===== src/rtl/md_pkg.sv =====
// Shared encodings and defaults for the multiply/divide issue controller.
package md_pkg;

   typedef enum logic [3:0] {
      OP_NONE  = 4'd0,
      OP_MULT  = 4'd1,
      OP_MULTU = 4'd2,
      OP_DIV   = 4'd3,
      OP_DIVU  = 4'd4,
      OP_MADD  = 4'd5,
      OP_MTHI  = 4'd6,
      OP_MTLO  = 4'd7,
      OP_MFHI  = 4'd8,
      OP_MFLO  = 4'd9
   } md_op_e;

   typedef enum logic [1:0] {
      ST_IDLE = 2'd0,
      ST_ARM  = 2'd1,
      ST_RUN  = 2'd2
   } md_state_e;

   localparam int unsigned MD_TIMEOUT_DEF = 15;

endpackage


===== src/rtl/md_watchdog.sv =====
// Watchdog counter for the RUN phase: held at zero while cleared, counts while
// enabled, and flags the cycle on which it would reach TIMEOUT.
module md_watchdog #(
   parameter int unsigned TIMEOUT = 15
) (
   input  logic clk,
   input  logic reset,
   input  logic clear,
   input  logic enable,
   output logic timeout
);

   localparam int unsigned CW = $clog2(TIMEOUT + 1);

   logic [CW-1:0] count_reg;

   always_ff @(posedge clk or negedge reset) begin
      if (!reset) begin
         count_reg <= '0;
      end else if (clear) begin
         count_reg <= '0;
      end else if (enable && (count_reg != CW'(TIMEOUT))) begin
         count_reg <= count_reg + CW'(1);
      end
   end

   // Fires on the TIMEOUT-th enabled cycle, i.e. the count reaches TIMEOUT at this edge.
   assign timeout = enable && (count_reg == CW'(TIMEOUT - 1));

endmodule


===== src/rtl/md_issue_ctrl.sv =====
// EX-stage issue controller for the multiply/divide unit: start pulses, HI/LO
// hazard stall, watchdog and stall counter. Optional macro: MD_DIV0_SKIP_EN.
module md_issue_ctrl
   import md_pkg::*;
#(
   parameter int unsigned TIMEOUT = MD_TIMEOUT_DEF,
   parameter int unsigned CNT_W   = 16
) (
   input  logic             clk,
   input  logic             reset,
   input  logic             op_valid,
   input  logic [3:0]       op_code,
   input  logic             ex_flush,
   input  logic             div_zero,
   input  logic             md_busy,
   output logic             md_mult,
   output logic             md_multu,
   output logic             md_div,
   output logic             md_divu,
   output logic             md_madd,
   output logic             md_mthi,
   output logic             md_mtlo,
   output logic             stall,
   output logic             div0,
   output logic             md_err,
   output logic [CNT_W-1:0] stall_cnt
);

   md_state_e        state_reg, state_next;
   logic             md_err_reg;
   logic             err_set;
   logic [CNT_W-1:0] stall_cnt_reg;
   logic             go;
   logic             is_md;
   logic             start;
   logic             timeout;

   assign go    = op_valid && !ex_flush;
   assign is_md = (op_code != 4'd0) && (op_code <= 4'd9);
   assign stall = go && is_md && (state_reg != ST_IDLE);

`ifndef MD_DIV0_SKIP_EN
   logic unused_div_zero;
   assign unused_div_zero = div_zero;
`endif

   md_watchdog #(.TIMEOUT(TIMEOUT)) u_watchdog (
      .clk     (clk),
      .reset   (reset),
      .clear   (state_reg != ST_RUN),
      .enable  (state_reg == ST_RUN),
      .timeout (timeout)
   );

   always_comb begin
      state_next = state_reg;
      err_set    = 1'b0;
      start      = 1'b0;
      md_mult    = 1'b0;
      md_multu   = 1'b0;
      md_div     = 1'b0;
      md_divu    = 1'b0;
      md_madd    = 1'b0;
      md_mthi    = 1'b0;
      md_mtlo    = 1'b0;
      div0       = 1'b0;
      case (state_reg)
         ST_IDLE: begin
            if (go) begin
               case (op_code)
                  OP_MULT:  begin md_mult  = 1'b1; start = 1'b1; end
                  OP_MULTU: begin md_multu = 1'b1; start = 1'b1; end
                  OP_MADD:  begin md_madd  = 1'b1; start = 1'b1; end
                  OP_MTHI:  md_mthi = 1'b1;
                  OP_MTLO:  md_mtlo = 1'b1;
`ifdef MD_DIV0_SKIP_EN
                  // A zero divisor is retired without touching the unit, so HI/LO keep their values.
                  OP_DIV: begin
                     if (div_zero) div0 = 1'b1;
                     else begin md_div = 1'b1; start = 1'b1; end
                  end
                  OP_DIVU: begin
                     if (div_zero) div0 = 1'b1;
                     else begin md_divu = 1'b1; start = 1'b1; end
                  end
`else
                  OP_DIV:   begin md_div  = 1'b1; start = 1'b1; end
                  OP_DIVU:  begin md_divu = 1'b1; start = 1'b1; end
`endif
                  default: ;
               endcase
            end
            if (start) state_next = ST_ARM;
         end
         ST_ARM: begin
            // The unit must have raised busy one cycle after the start pulse.
            if (md_busy) state_next = ST_RUN;
            else begin
               err_set    = 1'b1;
               state_next = ST_IDLE;
            end
         end
         ST_RUN: begin
            if (!md_busy) state_next = ST_IDLE;
            else if (timeout) begin
               err_set    = 1'b1;
               state_next = ST_IDLE;
            end
         end
         default: state_next = ST_IDLE;
      endcase
   end

   always_ff @(posedge clk or negedge reset) begin
      if (!reset) begin
         state_reg     <= ST_IDLE;
         md_err_reg    <= 1'b0;
         stall_cnt_reg <= '0;
      end else begin
         state_reg <= state_next;
         if (err_set) md_err_reg <= 1'b1;
         if (stall && (stall_cnt_reg != {CNT_W{1'b1}}))
            stall_cnt_reg <= stall_cnt_reg + CNT_W'(1);
      end
   end

   assign md_err    = md_err_reg;
   assign stall_cnt = stall_cnt_reg;

endmodule


===== config.mk =====
export PLATFORM = sky130hd
export DESIGN_NAME = md_issue_ctrl
export DESIGN_NICKNAME = d
export VERILOG_FILES = /design/src/rtl/md_pkg.sv /design/src/rtl/md_watchdog.sv /design/src/rtl/md_issue_ctrl.sv
export SDC_FILE = /design/constraint.sdc
export NUM_CORES = 1
export LEC_CHECK = 0
export ABC_AREA = 0
export BUFFER_PORTS_ARGS = -buffer_cell sky130_fd_sc_hd__buf_2
export CAP_MARGIN = 40
export CORE_UTILIZATION = 30
export DETAILED_ROUTE_END_ITERATION = 8
export GPL_TIMING_DRIVEN = 0
export SYNTH_ARGS = -nofsm -noshare
export SYNTH_HDL_FRONTEND = slang
export SYNTH_SLANG_ARGS = --single-unit

===== constraint.sdc =====
create_clock -name clk -period 2.5 [get_ports clk]
set_clock_uncertainty 0.15 [all_clocks]
set_input_delay 0.25 -clock clk [delete_from_list [all_inputs] [get_ports clk]]
set_output_delay 0.25 -clock clk [all_outputs]
set_load 0.005 [all_outputs]

## Word-level counts from Yosys, hierarchy flattened

Index checks and enable logic that the tools add are counted.

- Memory bits (read-only): 0
- RAM bits: 0
- Latch bits: 0
- Bits in registers: 23
- Logic and storage cells: 71
- Output and inout port bits: 26
- Memories kept: 0

- Eq/ne operators: 15
- Shifts and indexed selects: 0
- Order comparisons: 1
- Multiply operators: 0
- Div/mod/pow operators: 0
- Add/sub/neg operators: 2
- Muxes and demuxes: 35
- Reductions and logical operators: 14
- Bitwise gates (word level): 0

Operators by type and width:

| operator | number |
|---|---|
| $mux 1 | 27 |
| $add 16x1->16 const B | 1 |
| $eq 4x3->1 const B | 4 |
| $ne 16x16->1 const B | 1 |
| $eq 4x2->1 const B | 2 |
| $mux 2 | 4 |
| $mux 4 | 2 |
| $logic_and 1x1->1 | 7 |
| $pmux 2 s3 | 1 |
| $reduce_or 5->1 | 1 |
| $add 4x1->4 const B | 1 |
| $eq 4x1->1 const B | 1 |
| $eq 4x4->1 const B | 1 |
| $le 4x4->1 const B | 1 |
| $ne 4x4->1 const B | 1 |
| $reduce_bool 2->1 | 2 |
| $reduce_bool 4->1 | 1 |
| $ne 3x3->1 const B | 1 |
| $eq 2x1->1 const B | 1 |
| $eq 2x2->1 const B | 1 |
| $logic_not 2->1 | 1 |
| $ne 2x1->1 const B | 1 |
| $ne 2x2->1 const B | 1 |
| $pmux 1 s2 | 1 |
| 2 further kinds | 2 |

## Logic depth before layout (Yosys ltp)

Gate-level depths: netlist of the first run.

- Depth in word-level cells: 7
- Depth in mapped cells: 7
- Mapped depth without buffers: 7

## Modules after synthesis

Synthesis of the first run repeated with hierarchy kept, for this count alone.

- Cells, all modules: 136
- Area, all modules: 1458.9 µm²

By module, submodules not included:

| module | cells an instance | area an instance (µm²) | sequential area each (µm²) | instances |
|---|---|---|---|---|
| md_issue_ctrl | 113 | 1198.6 | 475.5 | 1 |
| md_watchdog | 23 | 260.2 | 100.1 | 1 |

## Least setup slack after synthesis of the first run

OpenSTA, ideal clock, no wires.

- Path kind: register to register
- Start point: register state_reg[0]
- End point: register stall_cnt_reg[1], in the netlist stall_cnt[1]
- Path slack: 0.406 ns
- Data required time: 2.225 ns
- Stages on the path, launching flop included: 6
- Setup time: 0.125 ns
- Buffers on the path: 0
- Data arrival time: 1.819 ns
- Cells stage by stage: dfrtp_1 inv_1 ha_1 or4b_4 a31oi_2 mux2_2

- Word-level cells in the longest chain between the ends: 3

RTL lines:

| item | RTL line | source |
|---|---|---|
| start: declaration | md_issue_ctrl.sv:29 | `md_state_e state_reg, state_next;` |
| start signal: assignment | md_issue_ctrl.sv:120 | `state_reg <= state_next;` |
| $reduce_bool 2->1 | md_issue_ctrl.sv:40 | `assign stall = go && is_md && (state_reg != ST_IDLE);` |
| $logic_and 1x1->1 | md_issue_ctrl.sv:40 |  |
| $logic_and 1x1->1 | md_issue_ctrl.sv:122 | `if (stall && (stall_cnt_reg != {CNT_W{1'b1}}))` |
| end signal: assignment | md_issue_ctrl.sv:123 | `stall_cnt_reg <= stall_cnt_reg + CNT_W'(1);` |
| end: declaration | md_issue_ctrl.sv:32 | `logic [CNT_W-1:0] stall_cnt_reg;` |

Every way passes these cells.
A chain may end at the register's enable or synchronous reset.

## Worst setup path after layout of the first run

- Start point: register state_reg[0]
- End point: register stall_cnt_reg[7], in the netlist stall_cnt[7]

Same word-level chain as after synthesis.

==> flow_metrics.env, run 1 <==
export IMPL_status="finished, final reports clean"
export IMPL_critPathKind="flop to flop"
export IMPL_fin_util_pct=39.9
export IMPL_setup_tns_final_ns=0
export IMPL_grt_remaining_overflow=0
export IMPL_period_share_pct=91.2
export IMPL_n_antenna_cell=0
export IMPL_rows=22
export IMPL_relSlewSlack_pct=66.3
export IMPL_hpwl_mm=1.83
export IMPL_yosysSeqAreaShare_pct=46.6
export IMPL_antenna_found_initial=0
export IMPL_cts_tree="done"
export IMPL_num_io_pins=36
export IMPL_grt_pass1_wl_mm=3.95
export IMPL_regArea_um2=576
export IMPL_fmax_mhz=439
export IMPL_nNetsFinal=176
export IMPL_yosys_warnings=0
export IMPL_synth_cell_types=33
export IMPL_drive_gt1_share_pct=26.4
export IMPL_worstHoldPathType="input port to flop"
export IMPL_drt_initial_drc_count=31
export IMPL_cts_buffers=3
export IMPL_setup_viol=0
export IMPL_multi_input_area_um2=622
export IMPL_slew_viol_final=0
export IMPL_period_needed_ns=2.28
export IMPL_holdPathStages=3
export IMPL_syn_area_um2=1240
export IMPL_avgSynthCellArea_um2=10.2
export IMPL_worstSetupStartpointType="flop"
export IMPL_post_cts_setup_buffers=0
export IMPL_drv_cap=0
export IMPL_synth_seq_cells=23
export IMPL_area_growth_pct=22.7
export IMPL_grtUsageTotal_pct=11.4
export IMPL_core_um2=3800
export IMPL_grt_max_degree=24
export IMPL_largest_register_ffs=16
export IMPL_cts_path_max_buffers=2
export IMPL_cp_arrival_ns=2.27
export IMPL_gp_congestion=0.756
export IMPL_synthesis_nets=137
export IMPL_cellLeakagePower_uw=0.000762
export IMPL_drt_total_wl_mm=2.36
export IMPL_final_cell_mix="34 x buf_2, 23 x dfrtp_1, 14 x nor2_1"
export IMPL_die_area_um2=4380
export IMPL_grt_pass1_vias=942
export IMPL_port_buffers=33
export IMPL_rsz0062_at_grt="no"
export IMPL_via_per_inst=4.81
export IMPL_ir_drop_v=0.000376
export IMPL_critical_path_max_fanout=7
export IMPL_clk_latency_ns=0.25
export IMPL_wl_per_cell_um=11.4
export IMPL_worstMarginPinSlew_ns=0.506
export IMPL_routed_via_count=995
export IMPL_cp_data_required_time_ns=2.49
export IMPL_die_w_um=66.2
export IMPL_final_common_cell="buf_2"
export IMPL_postRouteAntennaNets=0
export IMPL_cts_reportedPaths_clkPinSlew_ns=0.07
export IMPL_hold_viol_final=0
export IMPL_syn_inst=121
export IMPL_htreeDepth=1
export IMPL_r2r_cells=6
export IMPL_detail_route_first_pass_iterations=4
export IMPL_fill_cells=398
export IMPL_end_kind="flop"
export IMPL_die_h_um=66.2
export IMPL_drc=0
export IMPL_clock_sinks=23
export IMPL_start_util_pct=32.5
export IMPL_root_buffer="clkbuf_8"
export IMPL_cellPowerDensity_nw_per_um2=594
-- worst paths after layout --
path                       slack, ns                 endpoint          from
setup / recovery                0.22             stall_cnt[7]  state_reg[0]
hold / removal                  0.13             state_reg[1]       md_busy
setup reg to reg                0.22             stall_cnt[7]  state_reg[0]
hold reg to reg                 0.31                   md_err        md_err
max in group asynchronous       1.52  u_watchdog.count_reg[2]         reset
min in group asynchronous       0.34            stall_cnt[10]         reset
-- cells in the mapped netlist --
library cell  number  area share, %
conb_1             1           0.30
and3_1             4            2.0
buf_2              1           0.40
nand2_1            8            2.4
a311oi_4           1            2.1
nand3_1            7            2.8
buf_4              1           0.61
nand3b_1           1           0.61
mux2i_1            2            1.6
inv_1              7            2.1
a31oi_2            1            1.0
a211oi_1           2            1.2
o21ai_0            2           0.81
and2_1             1           0.51
a21o_1             1           0.61
nand2b_1           2            1.0
o22a_1             1           0.71
xnor2_1           12            8.5
or3_1              1           0.51
ha_1               6            6.1
a31oi_1            1           0.51
a21oi_1            1           0.40
nor3_1             2           0.81
or4b_4             1            1.1
mux2_2             1           0.91
dfrtp_1           23             47
nand4_1            8            4.0
xor2_1             4            2.8
nor2_1            14            4.3
and4_1             1           0.71
nor4_1             1           0.51
nand4b_1           1           0.71
or2b_1             1           0.61
-- cells by family (layout without fill, tap and decap cells) --
logic type | count (synthesis) | count (layout) | synth area share [%]
AOI/OAI and AO/OA | 10 | 10 | 7.39
xor gates and xnor gates | 16 | 16 | 11.3
adders and majority gates | 6 | 6 | 6.07
buffers and inverters | 9 | 47 | 3.14
DFF | 23 | 23 | 46.6
muxes | 3 | 3 | 2.53
other | 1 | 1 | 0.303
and+or+nand+nor | 53 | 53 | 22.7
-- power breakdown --
part	switching [µW]	internal (µW)	leakage (µW)
sequential	48.3	421	0.000313
combinational	109	102	0.000427
clock	106	113	0.0000228
-- per-stage QoR --
stage	std cells	worst slack, ns	total power [µW]	hold WS, ns	cell area, µm²
global placement	202	0.256	681	0.0910	1460
floorplan	121	0.406	608	-0.196	1240
detailed placement	202	0.226	691	0.105	1460
CTS	207	0.201	918	0.125	1520
global route	207	0.111	975	0.148	1520
finish	207	0.220	900	0.128	1520
-- layer usage --
| metal | up-vias | share of wire, % | GRT usage [%] |
|---|---|---|---|
| met3 | 0 | 5.1 | 1.55 |
| met2 | 30 | 47 | 20.9 |
| met4 | 0 | 0 | 2.39 |
| li1 | 492 | - | - |
| met5 | - | 0 | 0 |
| met1 | 473 | 48 | 14.0 |
-- timing repair --
item,4_1_cts,5_1_grt
resized for setup,0,0
endpoints found under the hold margin,23,0
hold buffers,1,0
-- critical path, stage by stage (launching register included) --
cell,delay [ns]
dfrtp_1,0.38
inv_1,0.07
ha_1,0.25
or4b_4,0.60
a311oi_4,0.39
nand4_1,0.17
xnor2_1,0.15
-- layout make-up --
type / instances / share of cell area (%)
multi-input cells: 89 / 41.0
flip-flops and latches: 23 / 38.0
repair buffers: 34 / 11.6
well taps: 48 / 3.96
clock buffers: 4 / 2.97
inverters: 7 / 1.73
plain buffers: 2 / 0.825
No activity file was read; power rests on OpenSTA's default activity.
==> run 2, diff against run 1 <==
--- a/config.mk
+++ b/config.mk
@@ -6,6 +6,7 @@
 export NUM_CORES = 1
 export LEC_CHECK = 0
 export ABC_AREA = 0
+export ABC_CLOCK_PERIOD_IN_PS = 2500
 export BUFFER_PORTS_ARGS = -buffer_cell sky130_fd_sc_hd__buf_2
 export CAP_MARGIN = 40
 export CORE_UTILIZATION = 30
@@ -13,4 +14,5 @@
 export GPL_TIMING_DRIVEN = 0
 export SYNTH_ARGS = -nofsm -noshare
 export SYNTH_HDL_FRONTEND = slang
+export SYNTH_HIERARCHICAL = 1
 export SYNTH_SLANG_ARGS = --single-unit
==> run 2 against run 1 <==
First-iteration DRC count rose by 13%. Fmax rose by 2.0%. Non-clock buffer count is 1 higher. Sequential power increased by 3%. Critical path type unchanged.
==> flow_metrics.env, run 2 <==
export IMPL_grt_max_degree=24
export IMPL_p_sw_share_pct=33.1
export IMPL_synth_edf_count=0
export IMPL_worstSetupStartpoint="state_reg[0]"
export IMPL_r2r_end="state_reg[1]"
export IMPL_intPower_uw=660
export IMPL_synth_top_cells_by_area="dfrtp_1 39%, xor2_1 8.4%, ha_1 5.1%, nor2_1 3.3%, nand3_1 3.1%"
export IMPL_clock_sinks=23
export IMPL_combPwrFrac_pct=27.8
export IMPL_htreeDepth=1
export IMPL_synth_top_cell_area_share_pct=39.5
export IMPL_drc=0
export IMPL_worst_r2r_setup_slack_ns=0.27
export IMPL_critical_path_max_fanout=8
export IMPL_synth_most_common_cell="dfrtp_1"
export IMPL_num_io_pins=36
export IMPL_relSlewSlack_pct=65.4
export IMPL_fmax_mhz=448
export IMPL_largest_register_ffs=16
export IMPL_syn_inst=136
export IMPL_fin_worst_hold_slack_ns=0.154
export IMPL_fin_util_pct=37.2
export IMPL_cts_path_max_buffers=2
export IMPL_root_buffer="clkbuf_8"
export IMPL_yosysTopAreaCell="dfrtp_1"
export IMPL_cellLeakagePower_uw=0.000860
export IMPL_synth_top_cells_by_count="23 x dfrtp_1, 14 x xor2_1, 13 x nor2_1"
export IMPL_final_cell_mix="33 x buf_2, 23 x dfrtp_1, 14 x xor2_1"
export IMPL_gp_congestion=0.708
export IMPL_syn_area_um2=1460
export IMPL_setup_viol=0
export IMPL_rows=25
export IMPL_hold_viol_final=0
export IMPL_critPathKind="flop to flop"
export IMPL_r2r_cells=7
export IMPL_period_needed_ns=2.23
export IMPL_cp_data_required_time_ns=2.51
export IMPL_status="finished, final reports clean"
export IMPL_postRouteAntennaNets=0
export IMPL_critical_path_max_stage_delay_ns=0.48
export IMPL_synth_cell_types=46
export IMPL_die_w_um=71.7
export IMPL_holdPathEnd="state_reg[1]"
export IMPL_routed_via_count=1136
export IMPL_grtUsageTotal_pct=11.3
export IMPL_setup_tns_final_ns=0
export IMPL_detail_route_first_pass_iterations=4
export IMPL_via_per_inst=4.98
export IMPL_ir_drop_v=0.000280
export IMPL_hpwl_mm=2.14
export IMPL_cp_slowest_cell="nor4bb_1"
export IMPL_cts_tree="done"
export IMPL_slew_viol_final=0
export IMPL_p_sw_uw=327
export IMPL_grt_pass1_vias=1033
export IMPL_seqPwrFrac_pct=49.0
export IMPL_hold_start="md_busy"
export IMPL_grt_pass1_wl_mm=4.69
export IMPL_end_kind="flop"
export IMPL_period_share_pct=89.4
export IMPL_antenna_found_initial=0
export IMPL_start_util_pct=31.1
export IMPL_drv_cap=0
export IMPL_die_area_um2=5150
export IMPL_avgSynthCellArea_um2=10.7
export IMPL_r2r_start="state_reg[0]"
export IMPL_cts_reportedPaths_clkPinSlew_ns=0.08
export IMPL_wl_per_cell_um=12.6
export IMPL_final_common_cell="buf_2"
export IMPL_worstHoldPathType="input port to flop"
export IMPL_clkPwrFrac_pct=23.2
export IMPL_die_h_um=71.7
export IMPL_rsz0062_at_grt="no"
export IMPL_cp_arrival_ns=2.24
export IMPL_core_um2=4690
export IMPL_area_growth_pct=19.7
export IMPL_holdPathStages=3
export IMPL_async_reset_ff_share_pct=100
export IMPL_worstMarginPinSlew_ns=0.519
export IMPL_drt_initial_drc_count=35
export IMPL_cellPowerDensity_nw_per_um2=565
export IMPL_drive_gt1_share_pct=33.9
export IMPL_drt_total_wl_mm=2.88
export IMPL_nNetsFinal=191
export IMPL_yosysSeqAreaShare_pct=39.5
export IMPL_fin_ws_ns=0.265
export IMPL_clk_latency_ns=0.26
export IMPL_ys_flop_type="dfrtp_1"
export IMPL_port_buffers=33
export IMPL_yosys_warnings=6
export IMPL_worstSetupStartpointType="flop"
export IMPL_synth_seq_cells=23
export IMPL_pre_cts_ws_ns=0.282
export IMPL_synthesis_nets=152
export IMPL_worstPathCellList="inv_1 -> ha_1 -> and4_2 -> and3b_1 -> nor4bb_1 -> o211ai_1 -> o31ai_1"
export IMPL_grt_remaining_overflow=0
export IMPL_cts_buffers=3
export IMPL_n_antenna_cell=0
==> run 2: cell families (layout without fill, tap and decap cells) <==
logic type	Yosys count	after routing	share of synthesized area [%]
mux	3	3	3.09
fa+ha+maj	6	6	5.15
buf+inv	13	51	4.63
other cells	1	1	0.257
xor+xnor	15	15	9.01
compound gates	18	18	11.9
flops	23	23	39.5
simple gates	57	57	26.5
==> run 2: power groups by stage <==
stage	Clock [µW]	Sequential, µW	Combinational (µW)
after CTS	239	485	280
final	229	484	275
after global routing	254	491	309
after floorplan	0	487	178
after global placement	0	492	273
after detailed placement	0	492	278
==> run 2: how the worst max path moves through the flow <==
stage / end / slack [ns]
after floorplan: state_reg[1] / 0.52
after global placement: state_reg[1] / 0.30
after detailed placement: state_reg[1] / 0.28
after CTS: state_reg[1] / 0.25
after global routing: state_reg[1] / 0.15
final: state_reg[1] / 0.27
==> run 2: layout make-up <==
class / instances / area [µm²]
clock buffers: 4 / 45.0
well taps: 54 / 67.6
fillers: 498 / 2950
inverters: 10 / 37.5
plain buffers: 3 / 30.0
repair buffers: 34 / 175
multi-input cells: 100 / 816
flip-flops and latches: 23 / 576
==> run 2: metrics by stage <==
stage / instance area, µm² / total power, µW / std cells
6_report: 1750 / 987 / 228
5_1_grt: 1750 / 1050 / 228
4_1_cts: 1750 / 1000 / 228
2_1_floorplan: 1460 / 665 / 136
3_3_place_gp: 1690 / 764 / 223
3_5_place_dp: 1690 / 770 / 223
==> run 2: routing by layer <==
| layer | global-route usage [%] | routed length [µm] | vias to the layer above |
|---|---|---|---|
| met5 | 0 | 0 | - |
| met1 | 15.6 | 1440 | 546 |
| met4 | 3.27 | 29 | 0 |
| met2 | 18.1 | 1310 | 24 |
| li1 | - | - | 564 |
| met3 | 1.97 | 98 | 2 |
==> run 2: repair_timing <==
item	in CTS	in global routing
resized for setup	0	0
setup buffers	0	0
hold endpoints to repair	23	0
hold buffers	1	0
setup endpoints to repair	0	0
==> run 2: critical path: cells and delay by family (launching register included) <==
kind / cells / cell delay (ns)
DFF: 1 / 0.40
AOI/OAI and AO/OA: 2 / 0.27
adders and majority gates: 1 / 0.29
buffers and inverters: 1 / 0.09
and+or+nand+nor: 3 / 0.93
